<file path="src/rtl/mem_pkg.sv">
// Shared types and decode helpers for the data-memory access stage.
// Latency: none (declarations and pure functions only).
// Backpressure: n/a; consumers own all handshaking.
package mem_pkg;

    // RV32I load/store funct3 encodings
    localparam logic [2:0] F3_B  = 3'b000;
    localparam logic [2:0] F3_H  = 3'b001;
    localparam logic [2:0] F3_W  = 3'b010;
    localparam logic [2:0] F3_BU = 3'b100;
    localparam logic [2:0] F3_HU = 3'b101;

    typedef enum logic [1:0] {
        IDLE  = 2'd0,
        REQ   = 2'd1,
        DONE  = 2'd2,
        FAULT = 2'd3
    } state_t;

    // Access size is the low two funct3 bits; 11 never reaches the memory.
    typedef enum logic [1:0] {
        SZ_B    = 2'd0,
        SZ_H    = 2'd1,
        SZ_W    = 2'd2,
        SZ_RSVD = 2'd3
    } access_size_e;

    function automatic access_size_e f3_size(input logic [2:0] f3);
        return access_size_e'(f3[1:0]);
    endfunction

    // Stores have no unsigned variants, so any funct3 with bit2 set is illegal there.
    function automatic logic f3_illegal(input logic we, input logic [2:0] f3);
        if (we) return !(f3 inside {F3_B, F3_H, F3_W});
        return !(f3 inside {F3_B, F3_H, F3_W, F3_BU, F3_HU});
    endfunction

    function automatic logic f3_misaligned(input logic [2:0] f3, input logic [1:0] lo);
        case (f3_size(f3))
            SZ_H:    return lo[0];
            SZ_W:    return lo != 2'b00;
            default: return 1'b0;
        endcase
    endfunction

    function automatic logic [3:0] wstrb_of(input access_size_e sz, input logic [1:0] lo);
        case (sz)
            SZ_B:    return 4'b0001 << lo;
            SZ_H:    return 4'b0011 << {lo[1], 1'b0};
            default: return 4'b1111;
        endcase
    endfunction

endpackage

</file>
<file path="src/rtl/mem_access_unit_if.sv">
// Memory-side request/response bus between the access unit and data memory.
// Latency: wires only.
// Backpressure: the memory stalls the unit by holding mem_ready_i low.
interface mem_access_unit_if;
    logic        mem_req_o;
    logic        mem_we_o;
    logic [31:0] mem_addr_o;
    logic [31:0] mem_wdata_o;
    logic [3:0]  mem_wstrb_o;
    logic [31:0] mem_rdata_i;
    logic        mem_ready_i;

    modport master (
        output mem_req_o, mem_we_o, mem_addr_o, mem_wdata_o, mem_wstrb_o,
        input  mem_rdata_i, mem_ready_i
    );

    modport slave (
        input  mem_req_o, mem_we_o, mem_addr_o, mem_wdata_o, mem_wstrb_o,
        output mem_rdata_i, mem_ready_i
    );
endinterface

</file>
<file path="src/rtl/lsu_format.sv">
// Byte-lane formatter: store lane replication or load extraction with extension.
// Latency: purely combinational.
// Backpressure: none.
module lsu_format
    import mem_pkg::*;
(
    input  logic         store,
    input  access_size_e size,
    input  logic         sign,
    input  logic [1:0]   lo,
    input  logic [31:0]  data_i,
    output logic [31:0]  data_o
);
    logic [31:0] shifted;

    // Replicate store data across lanes, or pull the addressed lanes down and extend them
    always_comb begin
        shifted = data_i >> {lo, 3'b000};
        data_o  = data_i;
        if (store) begin
            case (size)
                SZ_B:    data_o = {4{data_i[7:0]}};
                SZ_H:    data_o = {2{data_i[15:0]}};
                default: data_o = data_i;
            endcase
        end else begin
            case (size)
                SZ_B:    data_o = {{24{sign & shifted[7]}}, shifted[7:0]};
                SZ_H:    data_o = {{16{sign & shifted[15]}}, shifted[15:0]};
                default: data_o = data_i;
            endcase
        end
    end
endmodule

</file>
<file path="src/rtl/mem_access_unit.sv">
// RV32I data-memory access stage; optional REQ abort guarded by MEM_TIMEOUT_EN.
// Latency: done_o two cycles after start with a zero-wait memory, one after start on a fault.
// Backpressure: waits in REQ while mem_ready_i is low; busy_o stalls the control FSM.
module mem_access_unit
    import mem_pkg::*;
#(
    parameter int TIMEOUT = 255
) (
    input  logic        clk,
    input  logic        reset,
    input  logic        start_i,
    input  logic        we_i,
    input  logic [2:0]  funct3_i,
    input  logic [31:0] addr_i,
    input  logic [31:0] wdata_i,
    output logic        busy_o,
    output logic        done_o,
    output logic [31:0] rdata_o,
    output logic        misaligned_o,
    output logic        illegal_o,
    output logic        timeout_o,
    mem_access_unit_if.master mem
);
    state_t       state, state_nxt;
    logic         we_q;
    logic [2:0]   f3_q;
    logic [31:0]  addr_q;
    logic [31:0]  wdata_q;
    access_size_e sz_q;
    logic [31:0]  st_dat;
    logic [31:0]  ld_dat;
    logic         in_req;
    logic         ill_now;
    logic         mis_now;
    logic         to_hit;

    assign sz_q    = f3_size(f3_q);
    assign in_req  = (state == REQ);
    assign ill_now = f3_illegal(we_i, funct3_i);
    assign mis_now = f3_misaligned(funct3_i, addr_i[1:0]);

    lsu_format u_store_fmt (
        .store  (1'b1),
        .size   (sz_q),
        .sign   (1'b0),
        .lo     (addr_q[1:0]),
        .data_i (wdata_q),
        .data_o (st_dat)
    );

    lsu_format u_load_fmt (
        .store  (1'b0),
        .size   (sz_q),
        .sign   (!f3_q[2]),
        .lo     (addr_q[1:0]),
        .data_i (mem.mem_rdata_i),
        .data_o (ld_dat)
    );

`ifdef MEM_TIMEOUT_EN
    logic [7:0] to_cnt;
    logic       timeout_q;

    // Count REQ cycles; held at zero outside REQ so every entry starts fresh
    always_ff @(posedge clk) begin
        if (reset || !in_req) to_cnt <= 8'd0;
        else                  to_cnt <= to_cnt + 8'd1;
    end

    // Abort only when the limit is reached with no ready in the same cycle
    assign to_hit = in_req && !mem.mem_ready_i && (to_cnt == 8'(TIMEOUT - 1));

    // Sticky timeout flag, cleared by the next accepted start
    always_ff @(posedge clk) begin
        if (reset)                         timeout_q <= 1'b0;
        else if (state == IDLE && start_i) timeout_q <= 1'b0;
        else if (to_hit)                   timeout_q <= 1'b1;
    end

    assign timeout_o = timeout_q;
`else
    assign to_hit    = 1'b0;
    assign timeout_o = 1'b0;
`endif

    // State register
    always_ff @(posedge clk) begin
        if (reset) state <= IDLE;
        else       state <= state_nxt;
    end

    // Next-state decode; faults skip the memory and report in a single cycle
    always_comb begin
        state_nxt = state;
        case (state)
            IDLE: begin
                if (start_i) state_nxt = (ill_now || mis_now) ? FAULT : REQ;
            end
            REQ: begin
                if (mem.mem_ready_i) state_nxt = DONE;
                else if (to_hit)     state_nxt = FAULT;
            end
            DONE:    state_nxt = IDLE;
            FAULT:   state_nxt = IDLE;
            default: state_nxt = IDLE;
        endcase
    end

    // Request capture, fault flags and load result
    always_ff @(posedge clk) begin
        if (reset) begin
            we_q         <= 1'b0;
            f3_q         <= 3'b000;
            addr_q       <= 32'd0;
            wdata_q      <= 32'd0;
            illegal_o    <= 1'b0;
            misaligned_o <= 1'b0;
            rdata_o      <= 32'd0;
        end else begin
            if (state == IDLE && start_i) begin
                we_q         <= we_i;
                f3_q         <= funct3_i;
                addr_q       <= addr_i;
                wdata_q      <= wdata_i;
                illegal_o    <= ill_now;
                misaligned_o <= !ill_now && mis_now;
            end
            if (in_req && mem.mem_ready_i && !we_q) rdata_o <= ld_dat;
        end
    end

    assign busy_o          = (state != IDLE);
    assign done_o          = (state == DONE) || (state == FAULT);
    assign mem.mem_req_o   = in_req;
    assign mem.mem_we_o    = in_req && we_q;
    assign mem.mem_addr_o  = in_req ? {addr_q[31:2], 2'b00} : 32'd0;
    assign mem.mem_wdata_o = (in_req && we_q) ? st_dat : 32'd0;
    assign mem.mem_wstrb_o = (in_req && we_q) ? wstrb_of(sz_q, addr_q[1:0]) : 4'b0000;
endmodule
</file>
<file path="src/flat_wrapper.sv">
// flat-port wrapper written by rule: the top's interface ports become plain ports
module mem_access_unit_flat import mem_pkg::*;
#(
    parameter int TIMEOUT = 255
)
  (clk, reset, start_i, we_i, funct3_i, addr_i, wdata_i, busy_o, done_o, rdata_o, misaligned_o, illegal_o, timeout_o, mem_mem_req_o, mem_mem_we_o, mem_mem_addr_o, mem_mem_wdata_o, mem_mem_wstrb_o, mem_mem_rdata_i, mem_mem_ready_i);
  mem_access_unit_if mem_i ();
  input  logic clk;
  input  logic reset;
  input  logic start_i;
  input  logic we_i;
  input  logic [2:0] funct3_i;
  input  logic [31:0] addr_i;
  input  logic [31:0] wdata_i;
  output logic busy_o;
  output logic done_o;
  output logic [31:0] rdata_o;
  output logic misaligned_o;
  output logic illegal_o;
  output logic timeout_o;
  output wire logic [$bits(mem_i.mem_req_o)-1:0] mem_mem_req_o;
  output wire logic [$bits(mem_i.mem_we_o)-1:0] mem_mem_we_o;
  output wire logic [$bits(mem_i.mem_addr_o)-1:0] mem_mem_addr_o;
  output wire logic [$bits(mem_i.mem_wdata_o)-1:0] mem_mem_wdata_o;
  output wire logic [$bits(mem_i.mem_wstrb_o)-1:0] mem_mem_wstrb_o;
  input wire logic [$bits(mem_i.mem_rdata_i)-1:0] mem_mem_rdata_i;
  input wire logic [$bits(mem_i.mem_ready_i)-1:0] mem_mem_ready_i;
  assign mem_mem_req_o = mem_i.mem_req_o;
  assign mem_mem_we_o = mem_i.mem_we_o;
  assign mem_mem_addr_o = mem_i.mem_addr_o;
  assign mem_mem_wdata_o = mem_i.mem_wdata_o;
  assign mem_mem_wstrb_o = mem_i.mem_wstrb_o;
  assign mem_i.mem_rdata_i = mem_mem_rdata_i;
  assign mem_i.mem_ready_i = mem_mem_ready_i;
  mem_access_unit #(.TIMEOUT(TIMEOUT)) u_core (.clk(clk), .reset(reset), .start_i(start_i), .we_i(we_i), .funct3_i(funct3_i), .addr_i(addr_i), .wdata_i(wdata_i), .busy_o(busy_o), .done_o(done_o), .rdata_o(rdata_o), .misaligned_o(misaligned_o), .illegal_o(illegal_o), .timeout_o(timeout_o), .mem(mem_i));
endmodule
</file>
<file path="config.mk">
export PLATFORM = sky130hd
export DESIGN_NAME = mem_access_unit_flat
export DESIGN_NICKNAME = d
export VERILOG_FILES = /design/src/rtl/mem_pkg.sv /design/src/rtl/mem_access_unit_if.sv /design/src/rtl/lsu_format.sv /design/src/rtl/mem_access_unit.sv /design/src/flat_wrapper.sv
export SDC_FILE = /design/constraint.sdc
export NUM_CORES = 1
export LEC_CHECK = 0
export BUFFER_PORTS_ARGS = -buffer_cell sky130_fd_sc_hd__clkbuf_2
export CORE_MARGIN = 2
export CORE_UTILIZATION = 48
export CTS_BUF_LIST = sky130_fd_sc_hd__clkbuf_8
export CTS_CLUSTER_SIZE = 30
export DETAILED_ROUTE_END_ITERATION = 6
export MAX_ROUTING_LAYER = met4
export PLACE_DENSITY = 0.8
export SLEW_MARGIN = 0
export SYNTH_ARGS = -nofsm -noshare
export SYNTH_HDL_FRONTEND = slang
export SYNTH_HIERARCHICAL = 1
export SYNTH_SLANG_ARGS = --single-unit
</file>
<file path="constraint.sdc">
create_clock -name clk -period 2 [get_ports clk]
set_clock_uncertainty 0.2 [all_clocks]
set_input_delay 0.1 -clock clk [delete_from_list [all_inputs] [get_ports clk]]
set_output_delay 0.1 -clock clk [all_outputs]
set_load 0.01 [all_outputs]
</file>
==> Yosys cells after proc, flatten, opt, wreduce, memory -nomap -nowiden <==
Cells that the tools add are included.
{ "totals": {"mem_bits_ro": 0, "ramBits": 0, "register_bits": 104, "inputBits": 104, "latchBits": 0, "wordCells": 60, "out_inout_bits": 107, "mem_count": 0} }
{ "op_classes": {"n_addsub": 0, "div_mod_pow": 0, "mul": 0, "n_mux": 14, "bitwise": 2, "shifts": 3, "n_lt_le_gt_ge": 0, "eq_ne": 12, "n_reduce_logical": 21} }
{ "ops": {"columns": ["operator", "n"], "rows": [
  ["case mux 32 bit (2 select lines)", 2],
  ["2-to-1 mux 32 bit", 2],
  ["right shift 32 x 5 -> 16 bit", 1],
  ["case mux 4 bit (2 select lines)", 1],
  ["== test 2 x 1 -> 1 bit (second input constant)", 3],
  ["== test 2 bit (second input constant)", 3],
  ["== test 3 bit (second input constant)", 2],
  ["2-to-1 mux 2 bit", 3],
  ["case mux 2 bit (3 select lines)", 1],
  ["logical AND 1 bit", 5],
  ["logical NOT 1 bit", 5],
  ["nonzero test 5 bit", 1],
  ["logical NOT 2 bit", 2],
  ["2-to-1 mux 4 bit", 1],
  ["!= test 2 bit (second input constant)", 2],
  ["nonzero test 2 bit", 2],
  ["left shift 1 x 2 -> 4 bit (first input constant)", 1],
  ["left shift 2 x 2 -> 4 bit (first input constant)", 1],
  ["== test 3 x 1 -> 1 bit (second input constant)", 1],
  ["== test 3 x 2 -> 1 bit (second input constant)", 1],
  ["logical NOT 3 bit", 1],
  ["2-to-1 mux 1 bit", 3],
  ["nonzero test 3 bit", 1],
  ["AND 1 bit", 2],
  ["4 further kinds", 5]
]} }

==> Depth between registers and ports, before layout <==
Gate-level depths: netlist of run 1.
{ "depth": {"depth_word": 9, "ltp_mapped": 9, "mapped_depth_nobuf": 7} }

==> Modules after synthesis <==
Netlist of run 1, hierarchy kept.
{ "modules_own_cells": {"columns": ["module", "n_inst", "cells_each", "seq_area_each_um2", "area_per_inst_um2"], "rows": [
  ["mem_access_unit", 1, 558, 2082.0, 4226.6],
  ["lsu_format", 2, 150, 0.0, 1026.0]
]} }

==> Least setup slack after synthesis of run 1 <==
No wires, ideal clock.
{ "synth_timing": {"kind": "flip-flop to flip-flop", "startpoint": "register u_core.addr_q[1]", "endpoint": "register u_core.rdata_o[11]", "setup_slack_ps": 76, "path_stages_with_launch": 9, "t_required_ps": 1668, "n_path_buf": 2, "arrival_time_ps": 1592, "period_less_slack_ps": 1924, "setup_time_ps": 132, "path_cell_list": "dfxtp_1 > buf_4 > buf_6 > mux2_1 > a22oi_1 > a21oi_1 > a211o_1 > nand2_1 > a21oi_1"} }
{ "synth_via": {"elab_chain_cells": 3} }
{ "synth_lines": {"columns": ["element", "line_no", "text"], "rows": [
  ["from (decl)", "mem_access_unit.sv:27", "logic [31:0] addr_q;"],
  ["from (signal assigned)", "mem_access_unit.sv:123", "addr_q <= addr_i;"],
  ["right shift 32 x 5 -> 16 bit *", "lsu_format.sv:18", "shifted = data_i >> {lo, 3'b000};"],
  ["AND 1 bit", "lsu_format.sv:28", "SZ_B: data_o = {{24{sign & shifted[7]}}, shifted[7:0]};"],
  ["case mux 32 bit (2 select lines) *", "lsu_format.sv:27", "case (size)"],
  ["via u_core.ld_dat[11]", "mem_access_unit.sv:31", "logic [31:0] ld_dat;"],
  ["to (signal assigned)", "mem_access_unit.sv:128", "if (in_req && mem.mem_ready_i && !we_q) rdata_o <= ld_dat;"],
  ["to (decl)", "mem_access_unit.sv:18", "output logic [31:0] rdata_o,"]
]} }
The timed path passes the listed nets; every way through them passes the cells marked *.
A chain may end at the register's enable or synchronous reset.

==> Worst setup path after layout of run 1 <==
{ "layout_timing": {"startpoint": "register u_core.f3_q[1]", "endpoint": "register u_core.rdata_o[15]"} }
{ "layout_via": {"elab_chain_cells": 2, "elab_cells_between_ends": 3, "classes_between": "1 x eq/ne; 1 x mux; 1 x reduce/logical"} }
{ "layout_lines": {"columns": ["element", "line_no", "text"], "rows": [
  ["from (decl)", "mem_access_unit.sv:26", "logic [2:0] f3_q;"],
  ["from (signal assigned)", "mem_access_unit.sv:122", "f3_q <= funct3_i;"],
  ["== test 2 x 1 -> 1 bit / logical NOT 2 bit (equally long branches)", "lsu_format.sv:27", null],
  ["case mux 32 bit (2 select lines) *", "lsu_format.sv:27", null],
  ["via u_core.ld_dat[15]", "mem_access_unit.sv:31", null]
]} }
Marked as above.

==> results of run 1 <==
cell usage in the layout, fill, tap and decap left out, drive strengths merged, types with 3 or more instances in the layout:
cell type      n
nand2b         7
ha             3
mux2          16
nor3           3
a211o         15
dfxtp        104
a21oi        143
dlygate4sd3   99
conb          10
a31oi         18
and4bb         3
clkbuf       216
and3          32
nor2b         21
nor2          20
nor3b          7
inv            9
a22oi         46
and2          32
buf           46
o21ai         53
or2            3
mux2i         18
nand2        204
state kept, by name, indices dropped and copies added, names as in the netlist:
name                 count
u_core/we_q              1
u_core/state             2
u_core/f3_q              3
u_core/illegal_o         1
u_core/addr_q           32
u_core/wdata_q          32
u_core/rdata_o          32
u_core/misaligned_o      1
critical path, cell delays in order, from the launching register on:
cell and delay (ns):
dfxtp_4 0.38, buf_4 0.18, or4b_4 0.56, a2bb2oi_4 0.21
a21boi_1 0.15, o21ai_1 0.15, nand2_1 0.07, a21oi_1 0.13
worst max path at each step:
stage                                endpoint  cells after the start  slack (ns)
after global routing      mem_mem_wdata_o[25]                      7       -0.15
after floorplan            u_core/rdata_o[11]                      8        0.08
after detailed placement   u_core/rdata_o[14]                      7        0.02
after CTS                 mem_mem_wdata_o[25]                      7       -0.07
after global placement    mem_mem_wdata_o[10]                      6        0.08
final                      u_core/rdata_o[15]                      7        -0.1
final cells by class:
type                    instances  area (sq um)  area share [%]
clock inverters                 5          48.8           0.537
repair buffers                351          2570            28.3
flip-flops and latches        104          2100            23.1
inverters                       7          26.3           0.289
clock buffers                  11           151            1.67
well taps                     172           215            2.37
multi-input cells             673          3980            43.8
metal layers:
metal  part of all wire [%]  track usage (%)
met5                      0                -
met4                    4.6             15.4
met3                     10             7.77
met2                     46             51.4
met1                     39             38.8
timing repair:
action	CTS	global route
gates resized for setup	17	62
endpoints found under the setup margin	39	64
hold buffers	99	0
gates cloned	1	1
setup buffers	6	7
pin swaps	12	11
hold endpoints to repair	101	0
Yosys cell counts (2+ instances only):
cell type    n
conb_1       2
a21boi_1     2
ha_1         3
o2bb2ai_1    2
nor4bb_1     2
buf_6        4
nand2b_1     7
mux2i_1     18
mux2_2      10
o21ai_0     29
and3_1      32
nor2_1      18
a21oi_1    141
or4b_4       2
nand2_1    204
buf_4        9
nor2b_1     21
nor3b_2      5
a31oi_1     18
a211o_1     15
or2_2        3
a22oi_1     46
nor2_2       2
or3_1        2
buf_1        2
and2_1      32
buf_2       27
mux2_1       6
a2bb2oi_4    2
nor3_1       3
a21oi_2      2
nor3b_1      2
and4bb_2     3
inv_1        7
clkbuf_1    40
o21ai_1     24
dfxtp_1    104
per-stage QoR:
| stage | setup TNS (ns) | hold slack, ns |
|---|---|---|
| floorplan | 0 | 0.00244 |
| global placement | 0 | 0.122 |
| global route | -3.34 | 0.0843 |
| detailed placement | 0 | 0.127 |
| CTS | -1.09 | 0.00368 |
| finish | -1.09 | 0.0594 |
cells by family after synthesis:
group,after synthesis,synth area share (%)
AOI/OAI and AO/OA,285,27.1
buffers and inverters,89,6.88
and+or+nand+nor,341,26.4
muxes,34,5.74
DFF,104,33.2
adders and majority gates,3,0.598
other,2,0.120
power groups by stage:
stage | Combinational, W | Clock, W | Sequential (W)
floorplan | 0.000843 | 0 | 0.00234
global placement | 0.00123 | 0 | 0.00235
detailed placement | 0.00125 | 0 | 0.00235
CTS | 0.00144 | 0.00140 | 0.00230
global route | 0.00174 | 0.00146 | 0.00233
finish | 0.00163 | 0.00137 | 0.00232
==> impl_metrics.tcl, run 1 <==
set metrics [dict create \
    status "finished, violations left" \
    fmax_mhz 477 \
    tightest_slew_ns 0.989 \
    r2r-end "u_core/rdata_o[15]" \
    min_path_type "in -> reg" \
    drv_cap 0 \
    diodes 0 \
    ctsLongestPathBuffers 2 \
    drtAntennaViolNets 0 \
    power_frac_clock_pct 25.8 \
    synth_edf_count 0 \
    design.die.area_sq_um 14000 \
    combPwrFrac_pct 30.7 \
    min_from "mem_mem_rdata_i[6]" \
    die_h_microns 118 \
    ys_warn_count 6 \
    timing.final.crit_share_pct 105 \
    nets 1253 \
    power.switching_w 0.00184 \
    initial_utilization_pct 49.6 \
    synthTopCellsByArea "dfxtp_1, nand2_1, a21oi_1, a22oi_1, and2_1" \
    max_slew_margin_pct 33.2 \
    num_io_pins 211 \
    power.density_nw_per_um2 586 \
    critPathArrivalTime_ns 2.23 \
    holdPathEnd "u_core/rdata_o[6]" \
    die_x_microns 118 \
    crit_path_end_kind "flip-flop" \
    ir_worst_vdd_mv 0.573 \
    rr_startpoint "u_core/f3_q[1]" \
    hold_viol 0 \
    final_area_sq_um 9080 \
    synth_ff_type "dfxtp_1" \
    min_period_ns 2.10 \
    whs_path_depth 5 \
    htree_levels 3 \
    vias_per_cell 5.79 \
    final.setup.worst_slack_ns -0.0958 \
    rows 41 \
    postSynthAreaPerCell_sq_um 7.32 \
    reg2reg_slack_ns -0.1 \
    ys_ff_latch 104 \
    core-area_sq_um 12700 \
    placed_cells 1193 \
    dpl_cell_area_sq_um 7470 \
    gp_congestion 0.988 \
    post-route-util_pct 71.7 \
    grt_pass1_wl_microns 35900 \
    drt_pass1_iterations 7 \
    reg2reg_depth 7 \
    synth-async-reset-ratio_pct 0 \
    grt_start_max_net_pins 57 \
    clkTransAtPathRegs_ns 0.11 \
    grt_pass1_vias 7241 \
    cts_num_sinks 104 \
    syn-cell-area_sq_um 6280 \
    drtIter0Drc 850 \
    synth_area_leader_cell "dfxtp_1" \
    grt_usage_pct 32.4 \
    insertion_delay_ns 0.40 \
    final-setup-viol-count 25 \
    numCtsBuffers 9 \
    routed_wl_microns 23500 \
    path_class "reg -> reg" \
    ys_seq_area_share_pct 33.2 \
    crit_required_ns 2.13 \
    wl_per_cell_microns 17.8 \
    fill_cells 951 \
    antenna_found_initial 0 \
    violations "setup timing" \
    synth_top_cell_area_share_pct 33.2 \
    synthCells 858 \
    startpoint "u_core/f3_q[1]" \
    seqPwrFrac_pct 43.6 \
    area_growth_pct 44.7 \
    slew_viol_final 0 \
    drc_errors 0 \
    drive_above_1_share_pct 29.3 \
    cp-start-kind "flip-flop" \
    place_ws_ns 0.0212 \
    sw_frac_of_total_pct 34.6 \
    numPortBuffers 207 \
    total_power_w 0.00532 \
    globalRouteOverflowTotal 0 \
    p_int_w 0.00348 \
    vias 7661 \
    dp_hpwl_microns 13800 \
    finalNonFillerCells 1323 \
    critPathMaxFanout 10 \
    cts_tree "built" \
    clock-root-buffer "clkbuf_8" \
    rsz0062_at_grt "true" \
    p_leak_nw 4.01 \
    ys_types 44 \
]
No activity file was read; power rests on OpenSTA's default activity.
==> inputs of run 2 (changes only) <==
--- a/config.mk
+++ b/config.mk
@@ -13,6 +13,7 @@
 export DETAILED_ROUTE_END_ITERATION = 6
 export MAX_ROUTING_LAYER = met4
 export PLACE_DENSITY = 0.8
+export RECOVER_POWER = 25
 export SLEW_MARGIN = 0
 export SYNTH_ARGS = -nofsm -noshare
 export SYNTH_HDL_FRONTEND = slang
==> impl_metrics.tcl, run 2 (synthesis gave the netlist of run 1 again) <==
set metrics [dict create \
    status "finished, violations left" \
    violations "setup timing" \
    die_h_microns 118 \
    rows 41 \
    p_leak_nw 3.89 \
    crit_required_ns 2.13 \
    min_path_type "in -> reg" \
    post-route-util_pct 71.2 \
    path_delay_family "compound AO/OA/AOI/OAI gates" \
    grt_start_max_net_pins 57 \
    drive_above_1_share_pct 26.2 \
    drtIter0Drc 840 \
    gp_congestion 0.988 \
    timing.final.crit_share_pct 105 \
    drc_errors 0 \
    nets 1253 \
    ctsLongestPathBuffers 2 \
    drtAntennaViolNets 0 \
    globalRouteOverflowTotal 0 \
    whs_path_depth 5 \
    final_common_cell "nand2_1" \
    layout_common_cells "nand2_1, clkbuf_2, a21oi_1, dlygate4sd3_1, dfxtp_1" \
    diodes 0 \
    antenna_found_initial 0 \
    reg2reg_slack_ns -0.10 \
    htree_levels 3 \
    design.die.area_sq_um 14000 \
    tightest_slew_ns 0.992 \
    cp-start-kind "flip-flop" \
    wl_per_cell_microns 17.8 \
    dp_hpwl_microns 13800 \
    fill_cells 975 \
    ir_worst_vdd_mv 0.576 \
    grt_pass1_wl_microns 35900 \
    fmax_mhz 476 \
    drt_pass1_iterations 7 \
    reg.largest.list "u_core/addr_q x32, u_core/rdata_o x32, u_core/wdata_q x32" \
    place_ws_ns 0.0212 \
    num_io_pins 211 \
    cts_num_sinks 104 \
    holdPathEnd "u_core/rdata_o[6]" \
    clock-root-buffer "clkbuf_8" \
    reg2reg_depth 7 \
    core-area_sq_um 12700 \
    min_period_ns 2.10 \
    grt_usage_pct 32.4 \
    die_x_microns 118 \
    final-setup-viol-count 44 \
    path_class "reg -> reg" \
    hold_viol 0 \
    numPortBuffers 207 \
    critPathSlowestCell "or4b_4" \
    initial_utilization_pct 49.6 \
    area_growth_pct 43.8 \
    crit_path_end_kind "flip-flop" \
    max_slew_margin_pct 33.0 \
    routed_wl_microns 23600 \
    critPathArrivalTime_ns 2.24 \
    power.density_nw_per_um2 588 \
    numCtsBuffers 9 \
    seqCellArea_sq_um 2100 \
    crit_path_cell_trace "buf_4 > or4b_4 > a2bb2oi_4 > a21boi_1 > o21ai_1 > nand2_1 > a21oi_1" \
    clkTransAtPathRegs_ns 0.11 \
    multi_input_area_sq_um 3980 \
    grt_pass1_vias 7241 \
    r2r-end "u_core/rdata_o[15]" \
    vias 7725 \
    rr_startpoint "u_core/f3_q[1]" \
    cp.buffers_inverters 1 \
    cpPeakStageDelay_ns 0.56 \
    critPathMaxFanout 10 \
    insertion_delay_ns 0.40 \
    final.setup.worst_slack_ns -0.103 \
    slew_viol_final 0 \
    rsz0062_at_grt "true" \
    cts_tree "built" \
    drv_cap 0 \
    min_from "mem_mem_rdata_i[6]" \
    vias_per_cell 5.84 \
]
[run 2: per-stage QoR]
stage          cell area (sq um)  hold slack (ns)  setup TNS [ns]  power (W)  std cells
5_1_grt                     9030           0.0843           -6.53    0.00552       1323
3_5_place_dp                7470            0.127               0    0.00360       1193
2_1_floorplan               6310          0.00244               0    0.00318        866
6_report                    9030           0.0537           -1.38    0.00531       1323
3_3_place_gp                7470            0.122               0    0.00358       1193
4_1_cts                     8790          0.00368           -1.09    0.00515       1315
[run 2: worst max path at each step]
stage,cells after the start,to,startpoint
after CTS,7,mem_mem_wdata_o[25],u_core/f3_q[0]
after global routing,7,mem_mem_wdata_o[25],u_core/f3_q[0]
after global placement,6,mem_mem_wdata_o[10],u_core/f3_q[0]
after detailed placement,7,u_core/rdata_o[14],u_core/addr_q[1]
after floorplan,8,u_core/rdata_o[11],u_core/addr_q[1]
final,7,u_core/rdata_o[15],u_core/f3_q[1]
[run 2: area by class of cell]
class	count	area share, %
inverters	7	0.291
well taps	172	2.38
repair buffers	351	27.8
flip-flops and latches	104	23.2
multi-input cells	673	44.1
clock inverters	5	0.541
clock buffers	11	1.68
[run 2: worst reg2reg max path, delay by kind of cell (launching register included)]
| family | cells | cell delay (ns) |
|---|---|---|
| and+or+nand+nor | 2 | 0.64 |
| AOI/OAI and AO/OA | 4 | 0.64 |
| DFF | 1 | 0.38 |
| buffers and inverters | 1 | 0.18 |
[run 2: timing repair]
item | CTS | global route
buffers inserted | 6 | 7
hold endpoints to repair | 101 | 0
cloned | 1 | 1
endpoints found under the setup margin | 39 | 64
hold buffers | 99 | 0
resized for setup | 17 | 62
pin swaps | 12 | 11
[run 2: power by group]
| part | total, W | internal, W | switching [W] | leakage, nW |
|---|---|---|---|---|
| combinational | 0.00162 | 0.000725 | 0.000892 | 2.93 |
| sequential | 0.00232 | 0.00220 | 0.000118 | 0.853 |
| clock | 0.00137 | 0.000544 | 0.000830 | 0.101 |
[run 2: per-layer routing]
metal  vias to the layer above  part of all wire (%)  GRT usage, %
li1                       3549                     -             -
met2                       543                    46          51.4
met5                         -                     0             -
met4                         0                   4.9          15.4
met3                       130                    11          7.77
met1                      3503                    39          38.8
==> inputs of run 3 (changes only) <==
--- a/config.mk
+++ b/config.mk
@@ -6,7 +6,6 @@
 export NUM_CORES = 1
 export LEC_CHECK = 0
 export BUFFER_PORTS_ARGS = -buffer_cell sky130_fd_sc_hd__clkbuf_2
-export CORE_MARGIN = 2
 export CORE_UTILIZATION = 48
 export CTS_BUF_LIST = sky130_fd_sc_hd__clkbuf_8
 export CTS_CLUSTER_SIZE = 30
@@ -14,6 +13,7 @@
 export MAX_ROUTING_LAYER = met4
 export PLACE_DENSITY = 0.8
 export RECOVER_POWER = 25
+export SETUP_SLACK_MARGIN = 0.2
 export SLEW_MARGIN = 0
 export SYNTH_ARGS = -nofsm -noshare
 export SYNTH_HDL_FRONTEND = slang
==> impl_metrics.tcl, run 3 (synthesis gave the netlist of run 1 again) <==
set metrics [dict create \
    slew_viol_final 0 \
    final-setup-viol-count 29 \
    vias_per_cell 5.91 \
    cts_tree "built" \
    fmax_mhz 475 \
    die_x_microns 116 \
    critPathSlowestCell "or4b_4" \
    critPathMaxFanout 8 \
    status "finished, violations left" \
    seqCellArea_sq_um 2100 \
    reg2reg_slack_ns -0.11 \
    drtAntennaViolNets 0 \
    final.setup.worst_slack_ns -0.107 \
    vias 7946 \
    routed_wl_microns 26100 \
    combPwrFrac_pct 34.4 \
    tightest_slew_ns 1.01 \
    globalRouteOverflowTotal 0 \
    numCtsBuffers 9 \
    wl_per_cell_microns 19.4 \
    clkTransAtPathRegs_ns 0.10 \
    drive_above_1_share_pct 34.1 \
    finalNonFillerCells 1344 \
    dpl_cell_area_sq_um 7470 \
    final_area_sq_um 9790 \
    placed_cells 1193 \
    final_common_cell "nand2_1" \
    drc_errors 13 \
    critPathArrivalTime_ns 2.23 \
    power_frac_clock_pct 23.2 \
    crit_path_end_kind "flip-flop" \
    grt_pass1_wl_microns 35800 \
    htree_levels 3 \
    fill_cells 892 \
    clock-root-buffer "clkbuf_8" \
    reg.largest.list "u_core/addr_q x32, u_core/rdata_o x32, u_core/wdata_q x32" \
    reg2reg_depth 8 \
    rr_startpoint "u_core/f3_q[1]" \
    dp_hpwl_microns 13800 \
    crit_required_ns 2.12 \
    grt_pass1_vias 7037 \
    cts_num_sinks 104 \
    insertion_delay_ns 0.39 \
    initial_utilization_pct 49.6 \
    min_path_type "in -> reg" \
    grt_usage_pct 35.3 \
    whs_path_depth 5 \
    crit_top_cell "buf_4" \
    power.switching_w 0.00192 \
    violations "DRC, setup timing" \
    num_io_pins 211 \
    drtIter0Drc 1102 \
    ir_worst_vdd_mv 0.593 \
    die_h_microns 116 \
    min_from "mem_mem_rdata_i[18]" \
    rsz0062_at_grt "true" \
    multi_input_area_sq_um 4240 \
    p_int_w 0.00359 \
    nets 1273 \
    max_slew_margin_pct 31.6 \
    p_leak_nw 4.18 \
    numPortBuffers 207 \
    gp_congestion 0.941 \
    gr-usage-met2_pct 55.7 \
    rows 41 \
    min_period_ns 2.11 \
    cp-start-kind "flip-flop" \
    ctsLongestPathBuffers 2 \
    sw_frac_of_total_pct 34.8 \
    antenna_found_initial 0 \
    hold_viol 0 \
    use_met3_pct 7.99 \
    r2r-end "u_core/rdata_o[12]" \
    grt-busiest-layer "met2" \
    seqPwrFrac_pct 42.4 \
    crit_path_cell_trace "buf_4 > or4b_4 > a2bb2oi_4 > buf_4 > a21oi_2 > a211o_1 > nand2_1 > a21oi_1" \
    grt_start_max_net_pins 43 \
    holdPathEnd "u_core/rdata_o[18]" \
    layout_common_cells "nand2_1, clkbuf_2, a21oi_1, dfxtp_1, dlygate4sd3_1" \
    area_growth_pct 55.9 \
    drt_pass1_iterations 7 \
    cpPeakStageDelay_ns 0.54 \
    path_class "reg -> reg" \
    design.die.area_sq_um 13500 \
    core-area_sq_um 12700 \
    grtUsageMet1_pct 43.3 \
    drv_cap 0 \
    timing.final.crit_share_pct 105 \
    power.density_nw_per_um2 562 \
]
## run 3: cell count changes in the layout (fill, tap and decap cells not counted), sizes merged
cell	change
buf	+69
clkbuf	-46
dlygate4sd3	-4
inv	+2
bufbuf	+1
clkinvlp	-1
diode	+1
dlymetal6s2s	-1
## run 3: routing by layer
metal,wire [microns],share of wire (%)
met1,9840,38
met4,1050,4.0
met5,0,0
met2,12400,48
met3,2770,11
## run 3: cell type report
| cell class | instances | area share, % |
|---|---|---|
| Multi-Input combinational cell | 673 | 43.3 |
| Timing Repair Buffer | 371 | 30.9 |
| Sequential cell | 104 | 21.5 |
| Tap cell | 172 | 2.20 |
| Clock buffer | 10 | 1.41 |
| Clock inverter | 6 | 0.409 |
| Inverter | 7 | 0.294 |
| Antenna cell | 1 | 0.0256 |
## run 3: worst max-delay path, delay by kind of cell, from the launching register on
family | cells | cell delay, ns
simple gates | 2 | 0.59
compound gates | 4 | 0.56
flops | 1 | 0.40
buf+inv | 2 | 0.30
## run 3: power groups by stage
stage / Clock [W] / Combinational, W / Sequential (W)
after detailed placement: 0 / 0.00123 / 0.00236
after global placement: 0 / 0.00123 / 0.00235
after floorplan: 0 / 0.000848 / 0.00234
final: 0.00128 / 0.00190 / 0.00233
after global routing: 0.00135 / 0.00200 / 0.00234
after CTS: 0.00127 / 0.00165 / 0.00231
## run 3: timing repair
| action | 4_1_cts | 5_1_grt |
|---|---|---|
| pin swaps | 28 | 55 |
| setup endpoints to repair | 92 | 116 |
| hold buffers | 95 | 0 |
| resized for setup | 119 | 142 |
| endpoints found under the hold margin | 95 | 0 |
| buffers inserted | 22 | 10 |
| gates cloned | 5 | 2 |
## run 3: worst max-delay path by stage
stage,from,end,slack (ns),depth (start not counted)
after floorplan,u_core/f3_q[1],u_core/rdata_o[15],0.19,7
after CTS,u_core/f3_q[0],mem_mem_wdata_o[11],-0.03,6
final,u_core/f3_q[1],u_core/rdata_o[12],-0.11,8
after global placement,u_core/addr_q[1],u_core/rdata_o[18],-0.05,6
after global routing,u_core/f3_q[0],mem_mem_wdata_o[30],-0.19,7
after detailed placement,u_core/addr_q[1],u_core/rdata_o[17],-0.08,6
## run 3: stage by stage
step,setup slack (ns),utilization (%),power (W),setup TNS [ns],hold WS [ns]
2_1_floorplan,0.186,-,0.00319,0,0.00244
3_3_place_gp,-0.0457,59.0,0.00358,-0.183,0.123
3_5_place_dp,-0.0826,59.0,0.00359,-0.563,0.129
4_1_cts,-0.0301,73.7,0.00522,-0.143,0.00254
5_1_grt,-0.187,77.2,0.00570,-3.79,0.0468
6_report,-0.107,77.3,0.00551,-1.33,0.0303
